[config.mk]
export PLATFORM = sky130hd
export DESIGN_NAME = fir_outstage
export DESIGN_NICKNAME = d
export VERILOG_FILES = /design/src/rtl/fir_outstage.sv
export SDC_FILE = /design/constraint.sdc
export NUM_CORES = 1
export LEC_CHECK = 0
export ABC_AREA = 1
export BUFFER_PORTS_ARGS = -buffer_cell sky130_fd_sc_hd__buf_4
export CAP_MARGIN = 10
export CORE_ASPECT_RATIO = 0.5
export CORE_MARGIN = 2
export CORE_UTILIZATION = 53
export CTS_CLUSTER_DIAMETER = 60
export CTS_CLUSTER_SIZE = 20
export DETAILED_ROUTE_END_ITERATION = 8
export PLACE_DENSITY_LB_ADDON = 0.15
export REMOVE_ABC_BUFFERS = 1
export SLEW_MARGIN = 20
export SYNTH_ARGS = -nofsm -noshare
export SYNTH_HDL_FRONTEND = slang
export SYNTH_SLANG_ARGS = --single-unit
[constraint.sdc]
create_clock -name i_clk -period 2 [get_ports i_clk]
set_clock_uncertainty 0.2 [all_clocks]
set_input_delay 0.4 -clock i_clk [delete_from_list [all_inputs] [get_ports i_clk]]
set_output_delay 0.4 -clock i_clk [all_outputs]
set_load 0.01 [all_outputs]
[src/rtl/fir_outstage.sv]
// ----------------------------------------------------------------------------
// fir_outstage : decimate, round-half-even, scale/saturate, FWFT output FIFO
// Rev 1.0
// ----------------------------------------------------------------------------
`default_nettype none
`timescale 1ns/1ps

module fir_outstage #(
   parameter int IW      = 40,
   parameter int OW      = 16,
   parameter int SHIFT   = 15,
   parameter int DECIM   = 2,
   parameter int LGDEPTH = 2
) (
   input  logic                 i_clk,
   input  logic                 i_rst_n,
   input  logic                 i_ce,
   input  logic signed [IW-1:0] i_acc,
   input  logic                 i_clr_flags,
   output logic [OW-1:0]        o_data,
   output logic                 o_valid,
   input  logic                 i_ready,
   output logic [LGDEPTH:0]     o_level,
   output logic                 o_sat,
   output logic                 o_overflow
);

   localparam int c_depth = 1 << LGDEPTH;
   localparam int c_qw    = IW - SHIFT + 1;
   localparam int c_dcw   = (DECIM > 1) ? $clog2(DECIM) : 1;

   localparam logic [c_dcw-1:0]   c_dlast = c_dcw'(DECIM - 1);
   localparam logic [SHIFT-1:0]   c_half  = SHIFT'(1) << (SHIFT - 1);
   localparam logic [LGDEPTH:0]   c_msb   = (LGDEPTH+1)'(1) << LGDEPTH;

   logic [c_dcw-1:0]   r_dcnt;
   logic               w_keep;
   logic               w_carry;
   logic [c_qw-1:0]    w_q_nxt;
   logic               r_v1;
   logic [c_qw-1:0]    r_q;

   logic [c_qw-OW:0]   w_hi;
   logic               w_inrange;
   logic [OW-1:0]      w_res;
   logic               w_sat_evt;

   logic [OW-1:0]      r_mem [c_depth];
   logic [LGDEPTH:0]   r_wptr;
   logic [LGDEPTH:0]   r_rptr;
   logic [LGDEPTH:0]   r_level;
   logic [LGDEPTH:0]   w_level_nxt;
   logic               r_valid;
   logic               w_empty;
   logic               w_full;
   logic               w_pop;
   logic               w_push;
   logic               w_ovf_evt;
   logic               r_sat;
   logic               r_ovf;

   assign w_keep = i_ce && (r_dcnt == '0);

   always_ff @(posedge i_clk or negedge i_rst_n) begin
      if (!i_rst_n) begin
         r_dcnt <= '0;
      end else if (i_ce) begin
         r_dcnt <= (r_dcnt == c_dlast) ? '0 : r_dcnt + c_dcw'(1);
      end
   end

   // Only the quotient of the rounded value is kept: the rounding constant
   // plus the half-even bit carries into bit SHIFT exactly when this holds.
   always_comb begin
      w_carry = i_acc[SHIFT] ? (i_acc[SHIFT-1:0] >= c_half)
                             : (i_acc[SHIFT-1:0] >  c_half);
      w_q_nxt = {i_acc[IW-1], i_acc[IW-1:SHIFT]} + c_qw'(w_carry);
   end

   always_ff @(posedge i_clk or negedge i_rst_n) begin
      if (!i_rst_n) begin
         r_v1 <= 1'b0;
         r_q  <= '0;
      end else begin
         r_v1 <= w_keep;
         if (w_keep) begin
            r_q <= w_q_nxt;
         end
      end
   end

   always_comb begin
      w_hi      = r_q[c_qw-1:OW-1];
      w_inrange = (&w_hi) | ~(|w_hi);
      if (w_inrange) begin
         w_res = r_q[OW-1:0];
      end else if (r_q[c_qw-1]) begin
         w_res = {1'b1, {(OW-1){1'b0}}};
      end else begin
         w_res = {1'b0, {(OW-1){1'b1}}};
      end
      w_sat_evt = r_v1 && !w_inrange;
   end

   assign w_empty   = (r_wptr == r_rptr);
   assign w_full    = ((r_wptr ^ r_rptr) == c_msb);
   assign w_pop     = !w_empty && i_ready;
   assign w_push    = r_v1 && (!w_full || w_pop);
   assign w_ovf_evt = r_v1 && w_full && !w_pop;

   always_comb begin
      w_level_nxt = r_level;
      case ({w_push, w_pop})
         2'b10:   w_level_nxt = r_level + (LGDEPTH+1)'(1);
         2'b01:   w_level_nxt = r_level - (LGDEPTH+1)'(1);
         default: w_level_nxt = r_level;
      endcase
   end

   always_ff @(posedge i_clk or negedge i_rst_n) begin
      if (!i_rst_n) begin
         for (int k = 0; k < c_depth; k++) begin
            r_mem[k] <= '0;
         end
         r_wptr  <= '0;
         r_rptr  <= '0;
         r_level <= '0;
         r_valid <= 1'b0;
      end else begin
         if (w_push) begin
            r_mem[r_wptr[LGDEPTH-1:0]] <= w_res;
            r_wptr <= r_wptr + (LGDEPTH+1)'(1);
         end
         if (w_pop) begin
            r_rptr <= r_rptr + (LGDEPTH+1)'(1);
         end
         r_level <= w_level_nxt;
         r_valid <= (w_level_nxt != '0);
      end
   end

   // A set event on the same edge as a clear takes priority.
   always_ff @(posedge i_clk or negedge i_rst_n) begin
      if (!i_rst_n) begin
         r_sat <= 1'b0;
         r_ovf <= 1'b0;
      end else begin
         if (w_sat_evt)        r_sat <= 1'b1;
         else if (i_clr_flags) r_sat <= 1'b0;
         if (w_ovf_evt)        r_ovf <= 1'b1;
         else if (i_clr_flags) r_ovf <= 1'b0;
      end
   end

   assign o_data     = r_mem[r_rptr[LGDEPTH-1:0]];
   assign o_valid    = r_valid;
   assign o_level    = r_level;
   assign o_sat      = r_sat;
   assign o_overflow = r_ovf;

endmodule

`default_nettype wire

==> results of run 1 <==
synthesized netlist by cell type, types with 4 or more instances:
| cell | count |
|---|---|
| sky130_fd_sc_hd__buf_4 | 8 |
| sky130_fd_sc_hd__nand3_1 | 26 |
| sky130_fd_sc_hd__clkbuf_1 | 15 |
| sky130_fd_sc_hd__nand4_1 | 6 |
| sky130_fd_sc_hd__inv_2 | 7 |
| sky130_fd_sc_hd__nand2_1 | 262 |
| sky130_fd_sc_hd__nand3b_1 | 4 |
| sky130_fd_sc_hd__nor3_1 | 12 |
| sky130_fd_sc_hd__xnor2_1 | 4 |
| sky130_fd_sc_hd__a31oi_1 | 5 |
| sky130_fd_sc_hd__nor2_1 | 67 |
| sky130_fd_sc_hd__dfrtp_1 | 104 |
| sky130_fd_sc_hd__buf_2 | 6 |
| sky130_fd_sc_hd__ha_1 | 6 |
| sky130_fd_sc_hd__xor2_1 | 11 |
| sky130_fd_sc_hd__o21a_1 | 4 |
| sky130_fd_sc_hd__nand2_2 | 5 |
| sky130_fd_sc_hd__inv_1 | 34 |
| sky130_fd_sc_hd__o21ai_0 | 46 |
| sky130_fd_sc_hd__o22ai_1 | 18 |
| sky130_fd_sc_hd__o21ai_1 | 64 |
| sky130_fd_sc_hd__nor2_4 | 6 |
per-stage QoR:
stage	hold WS (ns)	power, mW	cell area, µm²	cells	worst slack, ns
after floorplan	-0.0956	5.75	5390	705	-0.591
after global placement	0.186	7.55	6500	959	0.00871
after detailed placement	0.186	7.65	6500	959	-0.0547
after CTS	0.0466	10.5	7220	989	-0.0909
after global routing	0.0495	11.9	7530	996	-0.234
final	0.0506	11.3	7530	996	-0.203
per-layer routing:
| layer | part of all wire [%] | GRT usage [%] | vias up |
|---|---|---|---|
| li1 | - | - | 2632 |
| met1 | 43 | 41.6 | 2683 |
| met3 | 9.6 | 7.19 | 37 |
| met4 | 2.0 | 9.24 | 0 |
| met2 | 46 | 46.3 | 287 |
| met5 | 0 | 0 | - |
logic make-up after synthesis:
logic type	Yosys count
adders and majority gates	7
DFF	104
xor gates and xnor gates	15
and+or+nand+nor	396
buffers and inverters	74
AOI/OAI and AO/OA	141
layout make-up:
type                            count  area, µm²  share of cell area, %
Clock buffer                       12        256                   3.41
Clock inverter                      3       17.5                  0.233
Inverter                           42        173                   2.29
Multi-Input combinational cell    560       2900                   38.5
Sequential cell                   104       2600                   34.6
Tap cell                          140        175                   2.33
Timing Repair Buffer              135       1400                   18.6
power groups by stage:
| stage | sequential, mW | combinational [mW] | clock, mW |
|---|---|---|---|
| after global placement | 3.40 | 4.15 | 0 |
| after detailed placement | 3.42 | 4.22 | 0 |
| after global routing | 3.61 | 6.52 | 1.78 |
| final | 3.54 | 6.11 | 1.66 |
| after CTS | 3.45 | 5.34 | 1.67 |
| after floorplan | 3.41 | 2.34 | 0 |
timing repair:
item	CTS	global route
gates resized for setup	87	45
endpoints found under the setup margin	43	71
cloned	6	4
buffers inserted	8	3
hold buffers	1	0
endpoints found under the hold margin	29	0
pin swaps	24	15
worst max-delay path by stage:
stage               cells after the start                   from                   to
floorplan                              11  r_rptr[0]$_DFFE_PN0N_    o_valid$_DFF_PN0_
global placement                       14              i_acc[14]  r_q[24]$_DFFE_PN0P_
detailed placement                     14              i_acc[14]  r_q[24]$_DFFE_PN0P_
CTS                                     7  r_rptr[1]$_DFFE_PN0N_            o_data[7]
global route                            7  r_rptr[0]$_DFFE_PN0N_            o_data[6]
finish                                  7  r_rptr[0]$_DFFE_PN0N_            o_data[6]
registers in the layout, summed over array words and instances, names as in the netlist:
register    count
r_rptr          3
r_q            26
r_mem          64
r_v1            1
o_valid         1
o_level         3
o_overflow      1
r_wptr          3
r_dcnt          1
o_sat           1
critical path, delay by kind of cell (launching register included):
kind | cells | cell delay [ns]
buffers and inverters | 5 | 0.62
AO/OA/AOI/OAI | 1 | 0.16
AND/OR/NAND/NOR | 1 | 0.04
flip-flops | 1 | 0.44
==> summary by stage, run 1 <==
STA
The final worst-path setup slack is -0.203 ns. Measured against its own limit, the worst slew margin works out to 67.8%. The setup TNS after final layout is -1.98 ns. The final count of hold timing violations is 0.

For this run, the top clock speed supported by timing is 454 MHz. The post-route clock period utilization is 110%. For the pin with the worst max-slew slack, the measured transition is 0.484 ns. Counting I/O delays and the setup requirement, the final critical path takes 2.20 ns. The max-slew violation count is 0. Setup repair after global routing could not meet its margin everywhere. The number of setup violations in the final report is 22.

Synth
The combinational family with the most area after synthesis is simple AND/OR/NAND/NOR gates. The per-instance average area after synthesis is 7.53 µm². Summing every instance area after synthesis gives 5550 µm². In this run, synthesis inferred 0 flip-flops with an integrated enable. Counting distinct cell types in the post-synthesis netlist gives 34.

Counting flops with an async set or reset pin after synthesis yields a share of 100%. The count of state elements after synthesis is 104. Among all flip-flop cells after synthesis, the most frequent one is sky130_fd_sc_hd__dfrtp_1. The portion of synthesized cell area occupied by the leading cell type is 46.9%.

Yosys attributes the largest share of cell area to sky130_fd_sc_hd__dfrtp_1 47%, sky130_fd_sc_hd__nand2_1 18%, sky130_fd_sc_hd__o21ai_1 5.8%, sky130_fd_sc_hd__nor2_1 4.5%, sky130_fd_sc_hd__o21ai_0 4.1%. Of the total synthesized cell area, the portion taken by AND, OR, NAND and NOR gates is 29.7%. The xor/xnor cell area share of the yosys netlist is 2.37%.

Of the synthesized area, sequential elements account for 46.9%. The yosys synthesis warning count is 0. The area fraction in compound gates after synthesis is 13.5%. The mux cell area share after synthesis is 0%. The library cell occupying the most area in the post-synthesis netlist is sky130_fd_sc_hd__dfrtp_1.

The post-synthesis share of cell area spent on full adders, half adders and majority gates is 1.71%. In the synthesized netlist, the number of instances is 737.

Floorplan
The starting utilization of the core area is 54.3%. From left edge to right edge, the die measures 149 µm. For this design the top-level I/O count stands at 67. The y dimension of the die is 76.4 µm. The initialized floorplan defines 26 standard-cell rows.

The floorplan die area is 11400 µm². The core region is 10200 µm².

Finish
At the end of the flow, the number of nets in the layout was 904. The share of final-layout standard cells stronger than drive strength 1 is 27.1%. In the layout the commonest cells are 254 x sky130_fd_sc_hd__nand2_1, 103 x sky130_fd_sc_hd__dfrtp_1, 100 x sky130_fd_sc_hd__buf_4.

The commonest non-fill, non-tap cell in the layout is sky130_fd_sc_hd__nand2_1. The count of filler cells inserted in the layout is 748. The post-layout utilization of the core is 73.7%. The number of antenna diodes is 0. From synthesis to final layout, the design area changed by 35.6%.

Pwr
The switching power is 4.66 mW. The worst vdd rail ir drop is 0.000621 V. In this run, the combinational gates consume 54.0% of the power. In this run switching power makes up 41.2% of total power. The leakage power summed over all cells is 3.58 nW. The share of power burned in registers is 31.3%. The clock network is responsible for 14.7% of the overall power.

Dividing total power by cell area gives a power density of 1500 nW/µm². The design internal power is 6.66 mW.

Route
Detailed routing inserted a total of 5639 vias. The number of remaining DRC errors is 0. For this block, the routed nets add up to 17.2 mm of wire.

The detail route stage leaves a number of antenna-violating nets equal to 0. The violation count after the first detailed-route iteration is 406. Before antenna repair, the detailed router went through 6 iterations. In the final routed layout, each cell accounts on average for 17.2 µm. The number of vias per cell is 5.66.

Place
Detailed placement ended at an HPWL of 10.2 mm. The count of buffers added on input and output ports is 66. The placer congestion estimate is 0.880.

Global routing
Entering global routing, the biggest net connects 38 pins. The overflow left after global routing is 0. The number of global-route vias before repair is 5245.

The global-route usage over all layers is 29.8%. The global-route wire length before repair is 26.3 mm. The initial antenna violation count is 0.

Critical path
The number of cells on the worst reg-to-reg path is 12. The worst setup path is of the flop to primary output kind. The worst setup path is launched from a flop. The worst setup path is captured at a primary output. The critical path goes through inv_4, buf_12, buf_16, buf_12, nor2_2, o22ai_1, buf_4. The critical path arrival is 1.60 ns. The critical path's slowest cell is sky130_fd_sc_hd__dfrtp_2. The cell seen most often among critical-path stages is sky130_fd_sc_hd__buf_12. In this run the register-to-register setup slack is -0.07 ns. The largest fanout on the critical path is 7. The startpoint of the worst-slack reg-to-reg timing path is r_rptr[0]$_DFFE_PN0N_. The reg-to-reg critical path endpoint is o_valid$_DFF_PN0_. The largest stage delay on the critical path is 0.44 ns. STA puts the critical path data required time at 1.40 ns.

Clocking
The H-tree was split into 3 levels. The buffer depth of the longest clock path is 2. For the worst-skew pair, the clock arrives at the later sink with an insertion delay of 0.35 ns. TritonCTS built the clock tree. The tree is rooted in a sky130_fd_sc_hd__clkbuf_16. Buffers inserted during clock tree synthesis total 9. After clock tree synthesis, the clock-pin slew on the worst setup and hold paths is 0.07 ns.

For this design, the sink count on the clock tree is 104.

Hold path
The path with the worst hold slack has its endpoint at o_overflow$_DFFE_PN0P_. In this run the worst hold path is classified as input pin to flop. The source of the worst hold timing path is i_clr_flags. The hold-critical path depth is 2.

Run status
The flow ran to the end, but the final reports show violations. The final reports fail on setup timing.

Run
The number of max-cap violations is 0.
(Power assumes the default switching activity.)
==> run 2, diff against run 1 <==
--- a/config.mk
+++ b/config.mk
@@ -8,7 +8,6 @@
 export ABC_AREA = 1
 export BUFFER_PORTS_ARGS = -buffer_cell sky130_fd_sc_hd__buf_4
 export CAP_MARGIN = 10
-export CORE_ASPECT_RATIO = 0.5
 export CORE_MARGIN = 2
 export CORE_UTILIZATION = 53
 export CTS_CLUSTER_DIAMETER = 60
@@ -16,6 +15,7 @@
 export DETAILED_ROUTE_END_ITERATION = 8
 export PLACE_DENSITY_LB_ADDON = 0.15
 export REMOVE_ABC_BUFFERS = 1
+export SETUP_SLACK_MARGIN = 0.05
 export SLEW_MARGIN = 20
 export SYNTH_ARGS = -nofsm -noshare
 export SYNTH_HDL_FRONTEND = slang
==> run 2 against run 1 <==
- the run still ends with setup timing left
- non-clock buffer count decreased by 11
- via count decreased by 3.3%
- setup slack improved by 0.052 ns
- global-route usage decreased by 1.6 points
- hold slack got worse by 0.040 ns
- first-iteration DRC count decreased by 6.7%
- cell count decreased by 1.4%
- sequential power decreased by 2%
- clock-buffer cell count decreased by 2
- fmax increased by 2.4%
- sequential cell count unchanged
==> summary by stage, run 2 (synthesis gave the netlist of run 1 again) <==
Floorplan
Measured along the x axis, the die boundary spans 106 µm. The y dimension of the die is 106 µm. 67 I/O pins were placed. The die covers 11300 µm².

For this configuration, the core starts out at a cell density of 54.3%. The total number of placement rows is 37. After floorplanning, the core was sized to cover 10200 µm².

Critical path
STA classifies the critical path endpoint as a flop. In this run the worst path has a maximum fanout of 4. Data arrives at the worst endpoint at 2.23 ns. The reg-to-reg critical path endpoint is o_valid$_DFF_PN0_. Data on the critical path is required at its endpoint by 2.08 ns. The worst register-to-register path begins at r_rptr[0]$_DFFE_PN0N_. The worst setup path is launched from a flop. Setup slack on the worst reg-to-reg path comes out at -0.15 ns.

The number of cells on the worst reg-to-reg path is 12. The critical path class is flop to flop.

Global routing
The number of global-route vias before repair is 5220. The total overflow left after global routing is 0. The first global-routing pass estimated 25.1 mm of wire. For this run, the total global-route usage over all layers was measured as 28.2%. Entering global routing, the biggest net connects 50 pins. The initial antenna violation count is 0.

STA
The final worst-path setup slack is -0.150 ns. The max-slew violation count is 0. Setup repair after global routing could not meet its margin everywhere. The number of setup violations in the final report is 31. Headroom to the max-slew limit came out at 71.6%. The final count of hold timing violations is 0.

After layout, the worst path uses 108% of the clock period. The top achievable clock speed is 465 MHz. The worst path in the final design needs a cycle of 2.15 ns, including I/O delays and setup. At the pin with the least slew margin, the transition time is 0.425 ns.

Finish
The final layout net count is 893. The repair_antennas step left the layout with diodes totalling 0. Summing all multi-input logic gate instances after layout gives 2760 µm². The count of filler cells inserted in the layout is 815.

The area taken by flip-flops and latches is 2610 µm². The final design instance area without fill is 7120 µm². The number of flip-flops under the largest register name is 64. Of the cells placed in the final design, the portion with a size suffix greater than 1 is 23.8%. In the layout the commonest cells are 243 x sky130_fd_sc_hd__nand2_1, 102 x sky130_fd_sc_hd__dfrtp_1, 97 x sky130_fd_sc_hd__buf_4. The finished layout holds 982 standard cells, fillers aside. The commonest non-fill, non-tap cell in the layout is sky130_fd_sc_hd__nand2_1.

The largest registers in the layout are r_mem x64, r_q x26. Relative to the synthesized area, the layout overhead comes to 28.2%. r_mem holds more flip-flops than any other register.

Run status
The final reports fail on setup timing. The flow ran to the end, but the final reports show violations.

Pwr
The worst vdd rail ir drop is 0.000773 V. The power density relative to cell area is 1430 nW/µm². In this run the static leakage power is 3.42 nW.

Clocking
The buffer depth of the longest clock path is 2. The clock tree root driver cell is sky130_fd_sc_hd__clkbuf_8. CTS built an H-tree with a depth of 3. TritonCTS built the clock tree. The number of sinks on the clock net is 104.

Clock-pin slew was measured on the worst setup and hold paths at 0.10 ns. The clock reaches the later pin of the worst-skew pair after 0.38 ns. The number of buffers created by CTS is 9.

Route
The number of vias per cell is 5.55. The average routed wire per standard cell is 16.4 µm. The number of iterations in the first detailed-routing pass is 7. Once detail routing completed, the nets flagged for antenna violations numbered 0. The via total after detailed routing is 5455. After detailed routing, the number of remaining DRC violations is 0. The detailed router finished its first iteration with 379 violations. After detailed routing, the total wire length is 16.1 mm.

Hold path
The classification of the worst-slack hold path is input pin to flop. The hold-critical path depth is 2. The worst hold path begins at i_clr_flags. The path with the worst hold slack has its endpoint at o_sat$_DFFE_PN0P_.

Place
The placed instances occupy a cell area of 6470 µm². The total placed cells including tap cells is 949. The placer congestion estimate is 0.877. The number of buffer cells added on primary ports is 66. The placed wire-length estimate after detailed placement is 10.7 mm.

Run
Across the run, the number of max-cap violations was 0.
[run 2: cell count changes in the layout (fill, tap and decap cells not counted), sizes merged]
| cell | before | now |
|---|---|---|
| buf | 131 | 121 |
| bufinv | 0 | 4 |
| clkbuf | 15 | 12 |
| clkinvlp | 1 | 0 |
| nand2 | 269 | 268 |
| nor2 | 75 | 76 |
[run 2: metrics by stage]
stage / util, % / setup slack, ns / power, mW / TNS (ns) / hold slack [ns]
3_5_place_dp: 63.2 / -0.0663 / 7.64 / -0.135 / 0.134
5_1_grt: 69.6 / -0.197 / 10.8 / -8.05 / 0.0105
3_3_place_gp: 63.2 / 0.0110 / 7.48 / 0 / 0.134
2_1_floorplan: - / -0.591 / 5.75 / -43.41 / -0.0956
6_report: 69.6 / -0.150 / 10.2 / -2.29 / 0.0109
4_1_cts: 66.8 / -0.108 / 9.55 / -1.12 / 0.00763
[run 2: what timing repair did]
action                     CTS  global route
setup endpoints to repair   20            49
buffers inserted             6             7
hold endpoints to repair    23             0
cloned                       0             3
pin swaps                    7            17
gates resized for setup     20            68
hold buffers                 1             0
[run 2: per-layer routing]
layer  global-route usage (%)  vias up  wire length [µm]
li1                         -     2606                 -
met3                     3.62       47              1060
met4                     11.6        0               628
met2                     48.9      263              7890
met5                        0        -                 0
met1                     35.5     2539              6510
[run 2: layout make-up]
class,instances,share of cell area (%)
inverters,42,2.32
clock inverters,6,1.83
clock buffers,10,1.93
flip-flops and latches,104,36.6
well taps,136,2.39
multi-input cells,560,38.7
repair buffers,124,16.2
[run 2: how the worst max path moves through the flow]
stage                                from                   to  slack (ns)  cells past startpoint
global placement                i_acc[15]  r_q[24]$_DFFE_PN0P_        0.01                     14
global route        r_rptr[0]$_DFFE_PN0N_    o_valid$_DFF_PN0_       -0.20                     12
CTS                 r_rptr[0]$_DFFE_PN0N_            o_data[4]       -0.11                      5
detailed placement  r_rptr[1]$_DFFE_PN0N_    o_valid$_DFF_PN0_       -0.07                     11
floorplan           r_rptr[0]$_DFFE_PN0N_    o_valid$_DFF_PN0_       -0.59                     11
finish              r_rptr[0]$_DFFE_PN0N_    o_valid$_DFF_PN0_       -0.15                     12
[run 2: where the power goes]
part / total [mW] / internal (mW) / switching (mW) / leakage, nW
clock: 1.74 / 0.988 / 0.753 / 0.136
sequential: 3.47 / 2.94 / 0.532 / 1.27
combinational: 4.96 / 2.14 / 2.82 / 2.01
[run 2: critical path, cell delays in order, from the launching register on]
cell                       delay [ns]
sky130_fd_sc_hd__dfrtp_2         0.46
sky130_fd_sc_hd__clkinv_4        0.13
sky130_fd_sc_hd__buf_6           0.15
sky130_fd_sc_hd__nand2_4         0.05
sky130_fd_sc_hd__nand2_2         0.06
sky130_fd_sc_hd__nand3_2         0.09
sky130_fd_sc_hd__nand3_2         0.09
sky130_fd_sc_hd__inv_2           0.08
sky130_fd_sc_hd__fa_2            0.44
sky130_fd_sc_hd__nand3_2         0.09
sky130_fd_sc_hd__nand2_2         0.06
sky130_fd_sc_hd__nor2_2          0.10
sky130_fd_sc_hd__nand2_1         0.06
==> run 3, diff against run 2 <==
--- a/config.mk
+++ b/config.mk
@@ -8,8 +8,10 @@
 export ABC_AREA = 1
 export BUFFER_PORTS_ARGS = -buffer_cell sky130_fd_sc_hd__buf_4
 export CAP_MARGIN = 10
+export CELL_PAD_IN_SITES_DETAIL_PLACEMENT = 1
+export CELL_PAD_IN_SITES_GLOBAL_PLACEMENT = 2
 export CORE_MARGIN = 2
-export CORE_UTILIZATION = 53
+export CORE_UTILIZATION = 30
 export CTS_CLUSTER_DIAMETER = 60
 export CTS_CLUSTER_SIZE = 20
 export DETAILED_ROUTE_END_ITERATION = 8
==> constraint.sdc (replaced) <==
create_clock -name i_clk -period 2 [get_ports i_clk]
set_clock_uncertainty 0.2 [all_clocks]
set_input_delay 0.3 -clock i_clk [delete_from_list [all_inputs] [get_ports i_clk]]
set_output_delay 0.3 -clock i_clk [all_outputs]
set_load 0.01 [all_outputs]
==> run 3 against run 2 <==
- the flow still finishes with violations (setup timing)
- global-route usage fell by 8.8 points
- fmax rose by 5.4%
- hold slack improved by 0.0092 ns
- sequential power barely moved
- core utilization fell by 30 points
- largest power group unchanged
==> summary by stage, run 3 (synthesis gave the netlist of run 1 again) <==
Run status
The run finished, with violations left. The checks that failed: setup timing.

STA
Based on the critical path, the design can be clocked at up to 490 MHz. The worst path in the final design needs a cycle of 2.04 ns, including I/O delays and setup. The transition time at the pin with the least slew margin is 0.489 ns.

The worst slew slack as a fraction of its limit is 67.4%. The final count of hold timing violations is 0. The post-route clock period utilization is 102%. Setup repair after global routing could not meet its margin everywhere. Setup violations remaining at the end of the flow were counted as 15. Once routing completed, OpenROAD measured the worst setup slack at -0.0400 ns.

Summed over all failing endpoints, the final setup total negative slack is -0.351 ns. The max-slew violation count was 0.

Pwr
The design internal power is 6.14 mW. Combinational logic burns 47.6% of the power. VDD sags by at most 0.000548 V. The share of power burned in registers is 33.7%. Net switching is 40.4% of the power. The power density relative to cell area is 1420 nW/µm². The analysis attributes to cell leakage a power of 3.43 nW.

Of the total power, the clock network draws 18.7%. The design draws 10.3 mW. The analysis attributes to net switching a power of 4.16 mW.

Finish
The area growth from synthesis to layout is 30.3%. The final design instance area without fill is 7230 µm². The share of final-layout standard cells stronger than drive strength 1 is 21.6%. In the layout the commonest cells are 261 x sky130_fd_sc_hd__nand2_1, 106 x sky130_fd_sc_hd__buf_4, 102 x sky130_fd_sc_hd__dfrtp_1.

The register bank with the most flops is r_mem. In the final layout, the registers with the most flip-flops are r_mem x64, r_q x26. The register with the most flip-flops in the layout has 64 of them.

The commonest non-fill, non-tap cell in the layout is sky130_fd_sc_hd__nand2_1. In the final design database the tool counted 897 nets. The repair_antennas step left the layout with diodes totalling 0.

The count of filler cells inserted in the layout is 2166.

Clocking
The clock passes through at most 2 buffers. The insertion delay to the later sink of the worst-skew pair is 0.36 ns. The number of buffers created by CTS is 9. The clock tree root driver cell is sky130_fd_sc_hd__clkbuf_16.

The CTS tree is yes. Counting every sink on the clock net gives 104. The H-tree was split into 3 levels. The clock transition time at the flip-flop clock pins of the worst setup and hold paths is 0.08 ns.

Route
The number of vias per cell is 4.93. The number of remaining DRC errors is 0. The average routed wire per standard cell is 17.2 µm. The first TritonRoute pass finished after 4 iterations. The detailed router finished its first iteration with 191 violations. The routed design has 18.5 mm of wire.

The detail route stage leaves a number of antenna-violating nets equal to 0. The via total after detailed routing is 5316.

Critical path
The endpoint identified for the worst register-to-register timing path is o_valid$_DFF_PN0_. The worst setup path is launched from a flop. STA classifies the critical path endpoint as a primary output. The signal on the critical path passes through inv_6, buf_12, o21ai_1, o22ai_2, buf_4.

The data required time of the critical path is 1.50 ns. Of all nets on the critical path, the largest fanout is 16. The internal reg-to-reg setup slack is 0.01 ns. The critical path class is flop to primary output.

The critical path's slowest cell is sky130_fd_sc_hd__dfrtp_2. The count of buffering cells on the critical path with inverters included is 3. The worst register-to-register path begins at r_rptr[0]$_DFFE_PN0N_. STA puts the critical path data arrival time at 1.54 ns. The largest single stage delay on the critical path is 0.48 ns.

The dominant delay contributor by cell family on the critical path is flip-flops. In this run the number of cells on the critical path is 5. The number of cells on the worst reg-to-reg path is 13.

Hold path
The classification of the worst-slack hold path is input pin to flop. The hold-critical path depth is 3. The source of the worst hold timing path is i_acc[35]. The path with the worst hold slack has its endpoint at r_q[20]$_DFFE_PN0P_.

Global routing
The met2 demand-to-capacity share in global routing is 34.6%. met2 is the most crowded layer. Entering global routing, the biggest net connects 41 pins. The global-route usage over all layers is 19.4%. The initial antenna violation count was 0.

The number of global-route vias before repair is 5694. The first global-routing pass estimated 30.2 mm of wire. For this run the aggregate overflow at the end of global routing stands at 0. Global routing used 24.7% of the available met1 tracks. The global-route met3 utilization is 2.46%.

Floorplan
The floorplan step defined a core boundary enclosing 18100 µm². The starting utilization of the core area is 30.7%. The y dimension of the die is 140 µm. During I/O placement, the number of pins put on the boundary was 67. The floorplan die area is 19600 µm². The total number of placement rows is 49. In this run the horizontal extent of the chip is 140 µm.

Run
The number of max-cap violations is 0.

Place
The placer congestion estimate is 0.804. Summing all placed instances gives a cell area of 6580 µm². The number of buffer cells added on primary ports is 66. Once detailed placement completed, the half-perimeter wirelength came to 13.3 mm.
## run 3: cell types whose count changed in the layout (fill, tap and decap cells not counted), sizes merged
cell | before | now
dlygate4sd3 | 1 | 5
clkinvlp | 0 | 3
bufinv | 4 | 2
buf | 121 | 122
clkbuf | 12 | 11
clkinv | 3 | 2
inv | 41 | 42
nor2 | 76 | 75
## run 3: worst max-delay path by stage
stage / start / to / slack [ns]
floorplan: r_rptr[0]$_DFFE_PN0N_ / o_valid$_DFF_PN0_ / -0.59
global placement: r_rptr[0]$_DFFE_PN0N_ / o_valid$_DFF_PN0_ / 0.02
detailed placement: r_wptr[1]$_DFFE_PN0P_ / o_valid$_DFF_PN0_ / -0.05
CTS: r_rptr[0]$_DFFE_PN0N_ / o_data[4] / -0.05
global route: r_rptr[0]$_DFFE_PN0N_ / o_valid$_DFF_PN0_ / -0.13
finish: r_rptr[0]$_DFFE_PN0N_ / o_data[1] / -0.04
## run 3: per-stage QoR
stage	worst slack (ns)	util, %	std cells	hold WS (ns)
floorplan	-0.591	-	705	-0.196
global placement	0.0211	36.4	1047	0.0974
detailed placement	-0.0479	36.4	1047	0.0976
CTS	-0.0489	39.3	1073	0.0135
global route	-0.134	40.0	1079	0.0233
finish	-0.0400	40.0	1079	0.0201
## run 3: area by class of cell
cell class | instances | area, µm² | area share, %
inverter | 42 | 165 | 2.28
clock inverter | 7 | 96.3 | 1.33
sequential | 104 | 2610 | 36.0
timing repair buffer | 129 | 1150 | 15.9
clock buffer | 9 | 225 | 3.11
multi-input combinational | 559 | 2710 | 37.4
tap | 229 | 287 | 3.96
## run 3: routing by layer
layer | part of all wire, % | vias up
li1 | - | 2613
met1 | 46 | 2615
met2 | 51 | 69
met3 | 2.1 | 19
met4 | 1.5 | 0
met5 | 0 | -
## run 3: power by group through the flow
stage	registers, mW	logic (mW)	clock network, mW
after detailed placement	3.45	4.40	0
after global placement	3.41	4.28	0
after floorplan	3.41	2.34	0
after global routing	3.58	5.42	2.07
after CTS	3.45	4.74	1.98
final	3.47	4.90	1.93
## run 3: tightest hold or removal path, delay by kind of cell
family	cells	cell delay, ns
buf+inv	1	0.11
compound gates	1	0.07
simple gates	1	0.06
## run 3: timing repair
item	CTS	global route
hold endpoints to repair	33	0
resized for setup	43	16
gates cloned	0	2
pin swaps	9	7
hold buffers	5	0
buffers inserted	5	4
endpoints found under the setup margin	27	84
